[config.mk]
export PLATFORM = sky130hd
export DESIGN_NAME = dsp_mac_sequencer
export DESIGN_NICKNAME = d
export VERILOG_FILES = /design/src/rtl/dsp_mac_sequencer.sv
export SDC_FILE = /design/constraint.sdc
export NUM_CORES = 1
export LEC_CHECK = 0
export CORE_MARGIN = 8
export CORE_UTILIZATION = 40
export DETAILED_ROUTE_END_ITERATION = 12
export GPL_TIMING_DRIVEN = 0
export PLACE_DENSITY = 0.75
export REMOVE_ABC_BUFFERS = 1
export SLEW_MARGIN = 20
export SYNTH_ARGS = -nofsm -noshare
export SYNTH_HDL_FRONTEND = slang
export SYNTH_SLANG_ARGS = --single-unit
export TNS_END_PERCENT = 100
[constraint.sdc]
create_clock -name clk -period 5.7 [get_ports clk]
set_clock_uncertainty 0.15 [all_clocks]
set_input_delay 1.14 -clock clk [delete_from_list [all_inputs] [get_ports clk]]
set_output_delay 1.14 -clock clk [all_outputs]
set_load 0.005 [all_outputs]
[src/rtl/dsp_mac_sequencer.sv]
// dsp_mac_sequencer: runs one DSP48A1-style slice as a multiply-accumulate engine.
// Operand pairs arrive on a valid/ready stream, are issued to slice A/B with
// opmode X=M, Z=P, and the accumulated P is returned on a valid/ready result port.
// Ports:
//   clk, RST_N            clock (rising edge) and async active-low reset
//   start, len            begin a MAC of len pairs (sampled in IDLE only)
//   in_valid/in_ready     operand stream handshake, in_a/in_b 18-bit operands
//   dsp_A/B/opmode/CE/RST slice control, dsp_P slice accumulator readback
//   res_valid/res_ready   result handshake, res_data 48-bit accumulated sum
//   busy                  high whenever the sequencer is not IDLE
module dsp_mac_sequencer #(
  parameter int unsigned LEN_W   = 8,
  parameter int unsigned MUL_LAT = 2,
  parameter int unsigned OPM_LAT = 1,
  parameter int unsigned P_LAT   = 1
) (
  input  logic             clk,
  input  logic             RST_N,
  input  logic             start,
  input  logic [LEN_W-1:0] len,
  input  logic             in_valid,
  output logic             in_ready,
  input  logic [17:0]      in_a,
  input  logic [17:0]      in_b,
  output logic [17:0]      dsp_A,
  output logic [17:0]      dsp_B,
  output logic [7:0]       dsp_opmode,
  output logic             dsp_CE,
  output logic             dsp_RST,
  input  logic [47:0]      dsp_P,
  output logic             res_valid,
  input  logic             res_ready,
  output logic [47:0]      res_data,
  output logic             busy
);

  localparam int unsigned D_W      = 18;
  localparam int unsigned P_W      = 48;
  localparam int unsigned DRN_LAST = MUL_LAT + P_LAT;
  localparam int unsigned DRN_W    = $clog2(DRN_LAST + 1);
  localparam int unsigned OPM_DLY  = MUL_LAT - OPM_LAT;
  localparam int unsigned OPM_W    = (OPM_DLY < 1) ? 1 : $clog2(OPM_DLY + 1);
  localparam logic [7:0]  OPM_MAC  = 8'h09;

  typedef enum logic [2:0] {
    S_IDLE  = 3'd0,
    S_CLR   = 3'd1,
    S_FEED  = 3'd2,
    S_DRAIN = 3'd3,
    S_HOLD  = 3'd4
  } state_t;

  state_t           state, state_nxt;
  logic [LEN_W-1:0] len_q, len_nxt;
  logic [LEN_W-1:0] count, count_nxt;
  logic [DRN_W-1:0] drn_cnt, drn_nxt;
  logic [OPM_W-1:0] opm_cnt, opm_nxt;

  logic             accept;
  logic             in_ready_nxt, res_valid_nxt, busy_nxt, ce_nxt, rst_nxt;
  logic [D_W-1:0]   a_nxt, b_nxt;
  logic [7:0]       opmode_nxt;
  logic [P_W-1:0]   res_data_nxt;

  // State, counters and every output are registered here.
  always_ff @(posedge clk or negedge RST_N) begin
    if (!RST_N) begin
      state      <= S_IDLE;
      len_q      <= '0;
      count      <= '0;
      drn_cnt    <= '0;
      opm_cnt    <= '0;
      in_ready   <= 1'b0;
      res_valid  <= 1'b0;
      res_data   <= '0;
      busy       <= 1'b0;
      dsp_A      <= '0;
      dsp_B      <= '0;
      dsp_opmode <= '0;
      dsp_CE     <= 1'b0;
      dsp_RST    <= 1'b1;
    end else begin
      state      <= state_nxt;
      len_q      <= len_nxt;
      count      <= count_nxt;
      drn_cnt    <= drn_nxt;
      opm_cnt    <= opm_nxt;
      in_ready   <= in_ready_nxt;
      res_valid  <= res_valid_nxt;
      res_data   <= res_data_nxt;
      busy       <= busy_nxt;
      dsp_A      <= a_nxt;
      dsp_B      <= b_nxt;
      dsp_opmode <= opmode_nxt;
      dsp_CE     <= ce_nxt;
      dsp_RST    <= rst_nxt;
    end
  end

  // Next-state logic; outputs are derived from the state being entered.
  always_comb begin
    state_nxt     = state;
    len_nxt       = len_q;
    count_nxt     = count;
    drn_nxt       = drn_cnt;
    opm_nxt       = opm_cnt;
    res_valid_nxt = res_valid;
    res_data_nxt  = res_data;
    a_nxt         = '0;
    b_nxt         = '0;
    accept        = in_valid && in_ready;

    // Opmode delay counter runs once armed by the first issued pair.
    if ((opm_cnt != '0) && (opm_cnt < OPM_W'(OPM_DLY))) begin
      opm_nxt = opm_cnt + OPM_W'(1);
    end

    unique case (state)
      S_IDLE: begin
        if (start) begin
          state_nxt = S_CLR;
          len_nxt   = len;
          count_nxt = '0;
        end
      end
      S_CLR: begin
        drn_nxt   = '0;
        opm_nxt   = '0;
        state_nxt = (len_q == '0) ? S_DRAIN : S_FEED;
      end
      S_FEED: begin
        if (accept) begin
          a_nxt     = in_a;
          b_nxt     = in_b;
          count_nxt = count + LEN_W'(1);
          if (opm_cnt == '0) opm_nxt = OPM_W'(1);
          if ((count + LEN_W'(1)) == len_q) state_nxt = S_DRAIN;
        end
      end
      S_DRAIN: begin
        // Wait for the last product to pass MREG and PREG before sampling P.
        if (drn_cnt == DRN_W'(DRN_LAST)) begin
          res_data_nxt  = dsp_P;
          res_valid_nxt = 1'b1;
          state_nxt     = S_HOLD;
        end else begin
          drn_nxt = drn_cnt + DRN_W'(1);
        end
      end
      S_HOLD: begin
        if (res_ready) begin
          res_valid_nxt = 1'b0;
          state_nxt     = S_IDLE;
        end
      end
      default: begin
        state_nxt = S_IDLE;
      end
    endcase

    in_ready_nxt = (state_nxt == S_FEED) && (count_nxt < len_nxt);
    busy_nxt     = (state_nxt != S_IDLE);
    rst_nxt      = (state_nxt == S_IDLE) || (state_nxt == S_CLR);
    ce_nxt       = (state_nxt == S_CLR) || (state_nxt == S_FEED) || (state_nxt == S_DRAIN);
    opmode_nxt   = (((state_nxt == S_FEED) || (state_nxt == S_DRAIN)) &&
                    (opm_cnt >= OPM_W'(OPM_DLY))) ? OPM_MAC : 8'h00;
  end

endmodule

==> flow_metrics.tcl <==
set metrics [dict create \
    cts_buffer_depth 2 \
    finalSetupViolCount 0 \
    synthFlopType "dfrtp_1" \
    antenna_found_initial 0 \
    wl_per_cell_um 17.3 \
    cts_max_level 3 \
    p_seq_share_pct 39.3 \
    wirelength_mm 12.0 \
    vias 3406 \
    grt_max_degree 63 \
    vias_per_cell 4.94 \
    layout-drive-gt1-share_pct 10.6 \
    fin_nets 649 \
    postCtsSetupBuffers 0 \
    fmax_ghz 0.274 \
    grt_use_met2_pct 25.1 \
    path_clk_slew_ns 0.07 \
    max_cap_viol_count 0 \
    rsz0062_at_grt "no" \
    grt_first_pass_wirelength_mm 19.7 \
    slowest_delay_ns 0.54 \
    drt-initial-drc-count 225 \
    maxSlewViolCount 0 \
    worst_setup_path_start_kind "input pin" \
    portBuffers 187 \
    finalSetupTns_ns 0 \
    synth.distinct_cells 52 \
    synth_area_um2 4740 \
    dp_hpwl_mm 9.49 \
    netSwitchingPower_w 0.00106 \
    crit_type "in -> reg" \
    antenna_cells 0 \
    initial_core_util_pct 41.1 \
    area_growth_pct 48.1 \
    worstPathCellList "clkdlybuf4s50_1 > and2_1 > nand3_1 > nor4_1 > a21oi_1 > o21ai_0 > ha_1 > a21oi_1 > nor2b_1 > o21ai_0 > nand3b_1 > nor3b_2" \
    fin_crit_sh_pct 64.0 \
    r2r_cells 8 \
    rrSetupSlack_ns 2.77 \
    hold_depth 1 \
    clock-sinks 112 \
    cts_root_buf "clkbuf_16" \
    maxSlewHeadroom_pct 50.0 \
    syn_inst 362 \
    grt_pass1_vias 3720 \
    pin_count 194 \
    ctsResizeCount 0 \
    timing.rr.end "in_ready" \
    ys_top_cells_by_count "dfrtp_1, and2_1, mux2_2" \
    synth_area_leader_cell "dfrtp_1" \
    cp_slowest_cell "clkdlybuf4s50_1" \
    clock_latency_ns 0.34 \
    die_width_um 125 \
    nFillCells 940 \
    ys.warnings.count 0 \
    p_total_w 0.00333 \
    dr.pass1.iters 4 \
    crit_required_ns 5.81 \
    drc 0 \
    antenna_left 0 \
    worstHoldStart "res_data[1]" \
    synth.avg_cell_area_um2 13.1 \
    peakVddDrop_uv 174 \
    p_int_w 0.00227 \
    grtUsageMet1_pct 17.6 \
    hold_path.class "reg -> reg" \
    grt_overflow 0 \
    yosys.area.top_type_share_pct 58.6 \
    worstPathArrival_ns 3.76 \
    end_kind "flip-flop" \
    hold_violations 0 \
    p_leak_nw 3.02 \
    fin_crit_ns 3.65 \
    p_per_area_nw_per_um2 475 \
    rows 39 \
    tightestPinTransition_ns 0.747 \
    die-area_um2 15600 \
    cp_max_fo 6 \
    synth-seq-area-share_pct 59.2 \
    r2r-start "state[2]" \
    synth-async-reset-ratio_pct 100 \
    synth_edf_count 0 \
    synth.most_common_cell "dfrtp_1" \
    grtUsageTotal_pct 15.5 \
    status "completed" \
    top_usage_layer "met2" \
    netlist_top_cells_area "dfrtp_1, mux2_2, mux2_1" \
    core-area_um2 11500 \
    hold_ws_ns 0.342 \
    die_y_um 125 \
    min_to "res_data[1]" \
    cts_buffers 9 \
    met3_usage_pct 7.02 \
    cts_tree "done" \
    ys_ff_latch 112 \
    combinationalPowerShare_pct 42.2 \
    place_congestion 0.836 \
    clkPwrFrac_pct 18.5 \
    switching_share_pct 31.7 \
    cts_hold_buf 0 \
]
power by group through the flow:
stage / Combinational, W / Sequential (W) / Clock, W
after floorplan: 0.000657 / 0.00131 / 0
after global placement: 0.00137 / 0.00130 / 0
after detailed placement: 0.00143 / 0.00132 / 0
after CTS: 0.00143 / 0.00131 / 0.000639
after global routing: 0.00155 / 0.00135 / 0.000664
final: 0.00141 / 0.00131 / 0.000618
cell type report:
cell class / count / area, um2 / share of cell area (%)
well taps: 143 / 179 / 2.55
inverters: 10 / 37.5 / 0.535
clock inverters: 6 / 71.3 / 1.02
repair buffers: 191 / 1940 / 27.7
multi-input cells: 219 / 1760 / 25.0
clock buffers: 9 / 225 / 3.21
flip-flops and latches: 112 / 2800 / 40.0
how the worst max path moves through the flow:
stage	start	slack [ns]	cells past startpoint	end
after detailed placement	in_valid	1.71	12	in_ready
after global placement	RST_N	-0.87	1	res_data[4]
after floorplan	start	2.48	8	in_ready
after CTS	in_valid	2.07	12	in_ready
final	in_valid	2.05	12	in_ready
after global routing	in_valid	1.76	12	in_ready
cells in the final DEF, fill, tap and decap left out, drive strengths merged, types with 4 or more instances in the layout:
master,count
nand3,4
and2,39
conb,6
nand2,17
mux2i,10
ha,9
o21ai,16
xor2,5
buf,5
and3,4
nor2,8
a22o,4
clkbuf,9
nor4,4
nor3,5
inv,10
a21oi,6
dfrtp,111
mux2,50
clkdlybuf4s50,186
per-stage QoR:
step	area, um2	worst slack (ns)	utilization (%)	std cells
3_5_place_dp	6720	1.71	58.3	675
6_report	7020	2.05	60.9	690
4_1_cts	7020	2.07	60.9	690
3_3_place_gp	6640	-0.872	57.7	671
2_1_floorplan	4590	2.48	-	341
5_1_grt	7020	1.76	60.9	690
registers in the layout, indices dropped and copies added, names as in the netlist, named ones only:
register,flops
busy,1
count,8
drn_cnt,2
dsp_A,18
dsp_B,18
dsp_CE,1
dsp_RST,1
dsp_opmode,1
in_ready,1
len_q,8
res_data,48
res_valid,1
state,3
layer usage:
metal  share of wire (%)  wire (um)
met3                  11       1350
met4                 1.3        159
met5                   0          0
met2                  47       5650
met1                  40       4810
critical path: cells and delay by family:
kind                     cells  cell delay, ns
AND/OR/NAND/NOR              6            1.06
buffers and inverters        1            0.54
AO/OA/AOI/OAI                4            0.70
adder cells (fa/ha/maj)      1            0.31
cells by family (layout without fill, tap and decap cells):
| logic type | after synthesis | after routing | share of synthesized area, % |
|---|---|---|---|
| AO/OA/AOI/OAI | 42 | 42 | 6.13 |
| AND/OR/NAND/NOR | 95 | 95 | 12.5 |
| XOR/XNOR | 7 | 7 | 1.29 |
| other | 1 | 6 | 0.0791 |
| flip-flops | 112 | 112 | 59.2 |
| buffers and inverters | 36 | 216 | 4.33 |
| adder cells (fa/ha/maj) | 9 | 9 | 2.38 |
| multiplexers | 60 | 60 | 14.1 |
(Power assumes the default switching activity.)
==> patch 1 (config.mk and constraints unchanged) <==
The 5 states of `state_t` get a one-hot encoding in 5 bits.
--- a/src/rtl/dsp_mac_sequencer.sv
+++ b/src/rtl/dsp_mac_sequencer.sv
@@ -42,12 +42,12 @@
   localparam int unsigned OPM_W    = (OPM_DLY < 1) ? 1 : $clog2(OPM_DLY + 1);
   localparam logic [7:0]  OPM_MAC  = 8'h09;
 
-  typedef enum logic [2:0] {
-    S_IDLE  = 3'd0,
-    S_CLR   = 3'd1,
-    S_FEED  = 3'd2,
-    S_DRAIN = 3'd3,
-    S_HOLD  = 3'd4
+  typedef enum logic [4:0] {
+    S_IDLE  = 5'b00001,
+    S_CLR   = 5'b00010,
+    S_FEED  = 5'b00100,
+    S_DRAIN = 5'b01000,
+    S_HOLD  = 5'b10000
   } state_t;
 
   state_t           state, state_nxt;
Check against the original RTL: no difference found for any inputs over 10 cycles, from zero or initial values and one cycle with RST_N low; not proved beyond that.
==> patch 1 against the original RTL <==
  * Highest routed layer unchanged
  * Setup slack got worse by 0.43 ns
  * Worst hold slack improved by 0.0018 ns
  * Count of clock-buffer cells in the layout is 13 higher
  * Sequential cell count increased by 2
  * Non-clock buffer count down 3
  * Area after synthesis grew 2.9%
  * Largest cell class unchanged
  * Cell area up 6.2%
  * Routed wire length rose by 15%
  * Fmax shrank 10%
Power is not compared: it rests on default switching activity, and its combinational part moved more than twofold at a synthesized area within 25%.
==> patch 1: results (changes against the original RTL) <==
stage;metric;value;unit;change
cts;h-tree-depth;4;;was 3
placed_design;postPlaceCellArea;6834;um2;was 6719 um2
detailed_routing;detail_route.wl_per_cell;18.65;um;was 17.34 um
run_status;status;complete, no violations;;unchanged
grt;grt_pass1_vias;3835;;was 3720
worst_setup_path;critPathSlowestCell;o211ai_1;;was clkdlybuf4s50_1
pwr;p_sw_share;25.53;%;
detailed_routing;viasPerCell;5.064;;was 4.936
worst_setup_path;critPathMaxFanout;8;;was 6
final_layout;top_regs;res_data: 48 flops, dsp_A: 18 flops, dsp_B: 18 flops;;unchanged
placed_design;placed_cells;707;;was 675
cts;clkTransAtPathRegs;0.05;ns;was 0.07 ns
detailed_routing;drtIter0Drc;323;;was 225
worst_setup_path;crit_family;compound AO/OA/AOI/OAI gates;;was simple AND/OR/NAND/NOR gates
detailed_routing;met1_length;5779;um;was 4807 um
sta;drv_slew;0;;unchanged
logic_synthesis;synth_area_leaders;dfrtp_1, mux2_2, and3_1;;was dfrtp_1, mux2_2, mux2_1
sta;slew-limit-headroom;45.32;%;was 49.98%
placed_design;gp_congestion;0.8414;;was 0.8357
cts;cts_made_buffers;17;;was 9
logic_synthesis;ys_top_cells_by_count;dfrtp_1, mux2_2, and3_1, nand2_1;;was dfrtp_1, and2_1, mux2_2, mux2_1, nand2_1
grt;grt_usage;17.68;%;was 15.52%
worst_setup_path;worst_ep_arrival_time;4.24;ns;was 3.76 ns
grt;grt_pass1_wl;22140;um;was 19670 um
logic_synthesis;seq_area_frac_synth;58.57;%;was 59.18%
logic_synthesis;syn_area_per_cell;12.34;um2;was 13.09 um2
worst_setup_path;critical_path.max_stage_delay;0.56;ns;was 0.54 ns
final_layout;fin_cells;738;;was 690
detailed_routing;dr.pass1.iters;4;;unchanged
grt;grt_max_degree;71;;was 63
placed_design;dpl.hpwl;10390;um;was 9494 um
final_layout;n_antenna_cell;0;;unchanged
cts;clkLatencyLatePin;0.40;ns;was 0.34 ns
cts;post_cts_resized;0;;unchanged
final_layout;drive_gt1_share;15.57;%;was 10.60%
final_layout;final_net_count;685;;was 649
detailed_routing;dr_wl_met3;1154;um;was 1348 um
detailed_routing;dr_wl_met2;6687;um;was 5651 um
logic_synthesis;synth_cell_type_count;56;;was 52
patch 1: cell count changes after synthesis, sizes merged, moves of 3 or more:
cell	before	now
and3	4	40
clkbuf	5	11
and2	39	3
nor4	4	1
a22o	4	1
xor2	5	2
inv	10	14
buf	21	17
xnor2	2	7
nor2	8	15
nand2	17	21
or4	1	4
patch 1: cell type report:
| cell class | count | area [um2] |
|---|---|---|
| Fill cell | 960 | 4508 |
| Sequential cell | 114 | 2855 |
| Timing Repair Buffer | 188 | 1893 |
| Multi-Input combinational cell | 244 | 1849 |
| Clock buffer | 22 | 464.2 |
| Tap cell | 147 | 183.9 |
| Clock inverter | 9 | 155.1 |
| Inverter | 14 | 52.55 |
patch 1: metrics by stage:
stage | power [mW] | setup TNS (ns) | setup WS, ns
2_1_floorplan | 1.204 | 0 | 2.089
3_3_place_gp | 1.412 | -103.68 | -0.9335
3_5_place_dp | 1.427 | 0 | 1.251
4_1_cts | 2.547 | 0 | 1.657
5_1_grt | 2.646 | 0 | 1.380
6_report | 2.519 | 0 | 1.625
patch 1: final timing paths:
kind                            startpoint            to  slack [ns]  cells past startpoint
max in group asynchronous            RST_N      dsp_B[2]        4.14                      2
worst max register to register    state[1]      in_ready        1.89                     11
worst max-delay path                 start      in_ready        1.62                     11
worst min-delay path            drn_cnt[0]    drn_cnt[0]        0.34                      1
min in group asynchronous            RST_N  res_data[32]        0.59                      1
worst min register to register  drn_cnt[0]    drn_cnt[0]        0.34                      1
patch 1: cell families (layout without fill, tap and decap cells):
family / count (synthesis) / count (layout) / share of synthesized area [%]
DFF: 114 / 114 / 58.57
and+or+nand+nor: 112 / 112 / 13.19
muxes: 56 / 56 / 12.73
AOI/OAI and AO/OA: 52 / 52 / 7.341
buffers and inverters: 42 / 233 / 4.158
adders and majority gates: 9 / 9 / 2.310
xor gates and xnor gates: 9 / 9 / 1.617
other: 1 / 6 / 0.07693
patch 1: routing by layer:
layer / vias to the layer above / track usage (%)
met5: - / 0
met4: 0 / 6.016
met3: 12 / 5.781
met2: 158 / 28.55
met1: 1811 / 21.81
li1: 1756 / -
patch 1: power by group through the flow:
stage               clock network, mW  logic, mW  registers [mW]
finish                           1.11      0.454           0.960
floorplan                           0      0.249           0.956
detailed placement                  0      0.457           0.971
global placement                    0      0.444           0.968
global route                     1.17      0.507           0.970
CTS                              1.13      0.460           0.958
==> patch 2 (same settings) <==
Made on the original files. `LEN_W`: 8 -> 16.
--- a/src/rtl/dsp_mac_sequencer.sv
+++ b/src/rtl/dsp_mac_sequencer.sv
@@ -9,7 +9,7 @@
 //   res_valid/res_ready   result handshake, res_data 48-bit accumulated sum
 //   busy                  high whenever the sequencer is not IDLE
 module dsp_mac_sequencer #(
-  parameter int unsigned LEN_W   = 8,
+  parameter int unsigned LEN_W   = 16,
   parameter int unsigned MUL_LAT = 2,
   parameter int unsigned OPM_LAT = 1,
   parameter int unsigned P_LAT   = 1
Interface: changed (resized len); port bits go from 194 to 202. No check against the original RTL was run, so the function may have changed too.
==> patch 2 against the original RTL <==
  * Worst hold slack gained 0.0097 ns
  * Sequential power grew 17%
  * Cell area grew 23%
  * Clock power grew 73%
  * Critical path depth is the same
  * Total power grew 28%
  * Sequential share of layout area shrank 2.8 points
  * Setup slack lost 0.47 ns
  * Largest cell class unchanged
  * Highest routed layer unchanged
  * Area after synthesis grew 26%
  * Routed wire length grew 43%
  * Fmax shrank 11%
  * First-iteration DRC count grew 23%
  * Sequential cell count grew 16
==> patch 2: results (changes against the original RTL) <==
stage;metric;value;unit;change
run_status;status;complete, no violations;;unchanged
grt;grt_max_degree;84;;was 63
sta;slew-limit-headroom;35.27;%;was 49.98%
cts;cts_made_buffers;17;;was 9
detailed_routing;drtIter0Drc;277;;was 225
worst_hold_path;hp-class;register to register;;unchanged
grt;grt_pass1_vias;4894;;was 3720
detailed_routing;vias;4570;;was 3406
cts;clkLatencyLatePin;0.41;ns;was 0.34 ns
final_layout;n_antenna_cell;0;;unchanged
final_layout;fill_cells;1153;;was 940
cts;clkTransAtPathRegs;0.05;ns;was 0.07 ns
worst_setup_path;worst_ep_arrival_time;4.28;ns;was 3.76 ns
placed_design;place_ws;1.189;ns;was 1.714 ns
final_layout;top_regs;res_data: 48 flops, dsp_A: 18 flops, dsp_B: 18 flops;;unchanged
cts;h-tree-depth;4;;was 3
cts;post-cts-setup-buffers;0;;unchanged
grt;antenna_found_initial;0;;unchanged
worst_setup_path;critical_path.max_stage_delay;0.50;ns;was 0.54 ns
final_layout;drive_gt1_share;14.10;%;was 10.60%
detailed_routing;dr.pass1.iters;4;;unchanged
logic_synthesis;synth_area_leaders;dfrtp_1, mux2_2, and2_1;;was dfrtp_1, mux2_2, mux2_1
worst_setup_path;critPathMaxFanout;14;;was 6
grt;grt_pass1_wl;27320;um;was 19670 um
final_layout;final_net_count;818;;was 649
cts;cts.path.max_buffers;2;;unchanged
placed_design;dpl.hpwl;13350;um;was 9494 um
logic_synthesis;seq_area_frac_synth;53.53;%;was 59.18%
detailed_routing;detail_route.wl_per_cell;19.22;um;was 17.34 um
grt;grt_usage;17.99;%;was 15.52%
pwr;internal-power;2.866;mW;was 2.275 mW
placed_design;port_buffers;195;;was 187
logic_synthesis;synth_cell_type_count;60;;was 52
placed_design;gp_congestion;0.9440;;was 0.8357
logic_synthesis;ys_top_cells_by_count;dfrtp_1, mux2_2, and2_1, o21ai_0, inv_1;;was dfrtp_1, and2_1, mux2_2, mux2_1, nand2_1
cts;post_cts_resized;0;;unchanged
logic_synthesis;ys.warnings.count;0;;unchanged
logic_synthesis;async_flop_share;100.0;%;unchanged
placed_design;postPlaceCellArea;8043;um2;was 6719 um2
worst_setup_path;critPathSlowestCell;clkdlybuf4s50_1;;unchanged
pwr;ir_drop;220.4;uV;was 174.2 uV
pwr;leakage;3.713;nW;was 3.020 nW
-- patch 2: changes by cell type after synthesis, sizes merged, moves of 8 or more --
cell	change
xnor2	+9
dfrtp	+16
nor2	+13
inv	+12
nand4	+11
a22o	+10
clkbuf	+11
ha	+8
-- patch 2: stage by stage --
stage	cells	TNS, ns	power [mW]	hold WS (ns)	utilization, %
2_1_floorplan	477	0	2.300	0.3131	-
3_3_place_gp	856	-193.71	3.129	0.3310	54.49
3_5_place_dp	861	0	3.223	0.3411	55.13
4_1_cts	893	0	4.314	0.3532	59.16
5_1_grt	893	0	4.530	0.3568	59.16
6_report	893	0	4.268	0.3513	59.16
-- patch 2: cell type report --
class	count	share of cell area, %
Clock buffer	20	5.291
Clock inverter	12	1.522
Inverter	22	0.9568
Multi-Input combinational cell	327	29.01
Sequential cell	128	37.13
Tap cell	184	2.667
Timing Repair Buffer	200	23.43
-- patch 2: routing by layer --
metal  global-route usage [%]  vias up  part of all wire [%]
met2                    31.22      171                    51
met1                    20.32     2228                    39
met3                    4.795       26                   6.9
li1                         -     2145                     -
met4                    7.952        0                   2.3
met5                        0        -                     0
-- patch 2: final timing paths --
path	start	to	slack, ns	cells after the start
max	in_valid	in_ready	1.58	12
min	res_data[47]	res_data[47]	0.35	1
max reg2reg	count[0]	in_ready	1.96	13
min reg2reg	res_data[47]	res_data[47]	0.35	1
max in group asynchronous	RST_N	res_data[9]	4.16	2
min in group asynchronous	RST_N	len_q[2]	0.50	1
-- patch 2: kinds of logic (layout without fill, tap and decap cells) --
kind of cell,count (synthesis),count (layout),synth area share [%]
XOR/XNOR,18,18,2.634
flip-flops,128,128,53.53
multiplexers,65,65,11.91
buffers and inverters,58,254,5.351
AND/OR/NAND/NOR,144,144,14.26
other,1,6,0.06265
adder cells (fa/ha/maj),17,17,3.553
AO/OA/AOI/OAI,77,77,8.696
-- patch 2: power by group through the flow --
stage / Combinational, mW / Sequential [mW] / Clock, mW
floorplan: 0.810 / 1.49 / 0
global placement: 1.61 / 1.52 / 0
detailed placement: 1.69 / 1.54 / 0
CTS: 1.70 / 1.52 / 1.09
global route: 1.83 / 1.57 / 1.13
finish: 1.68 / 1.53 / 1.07
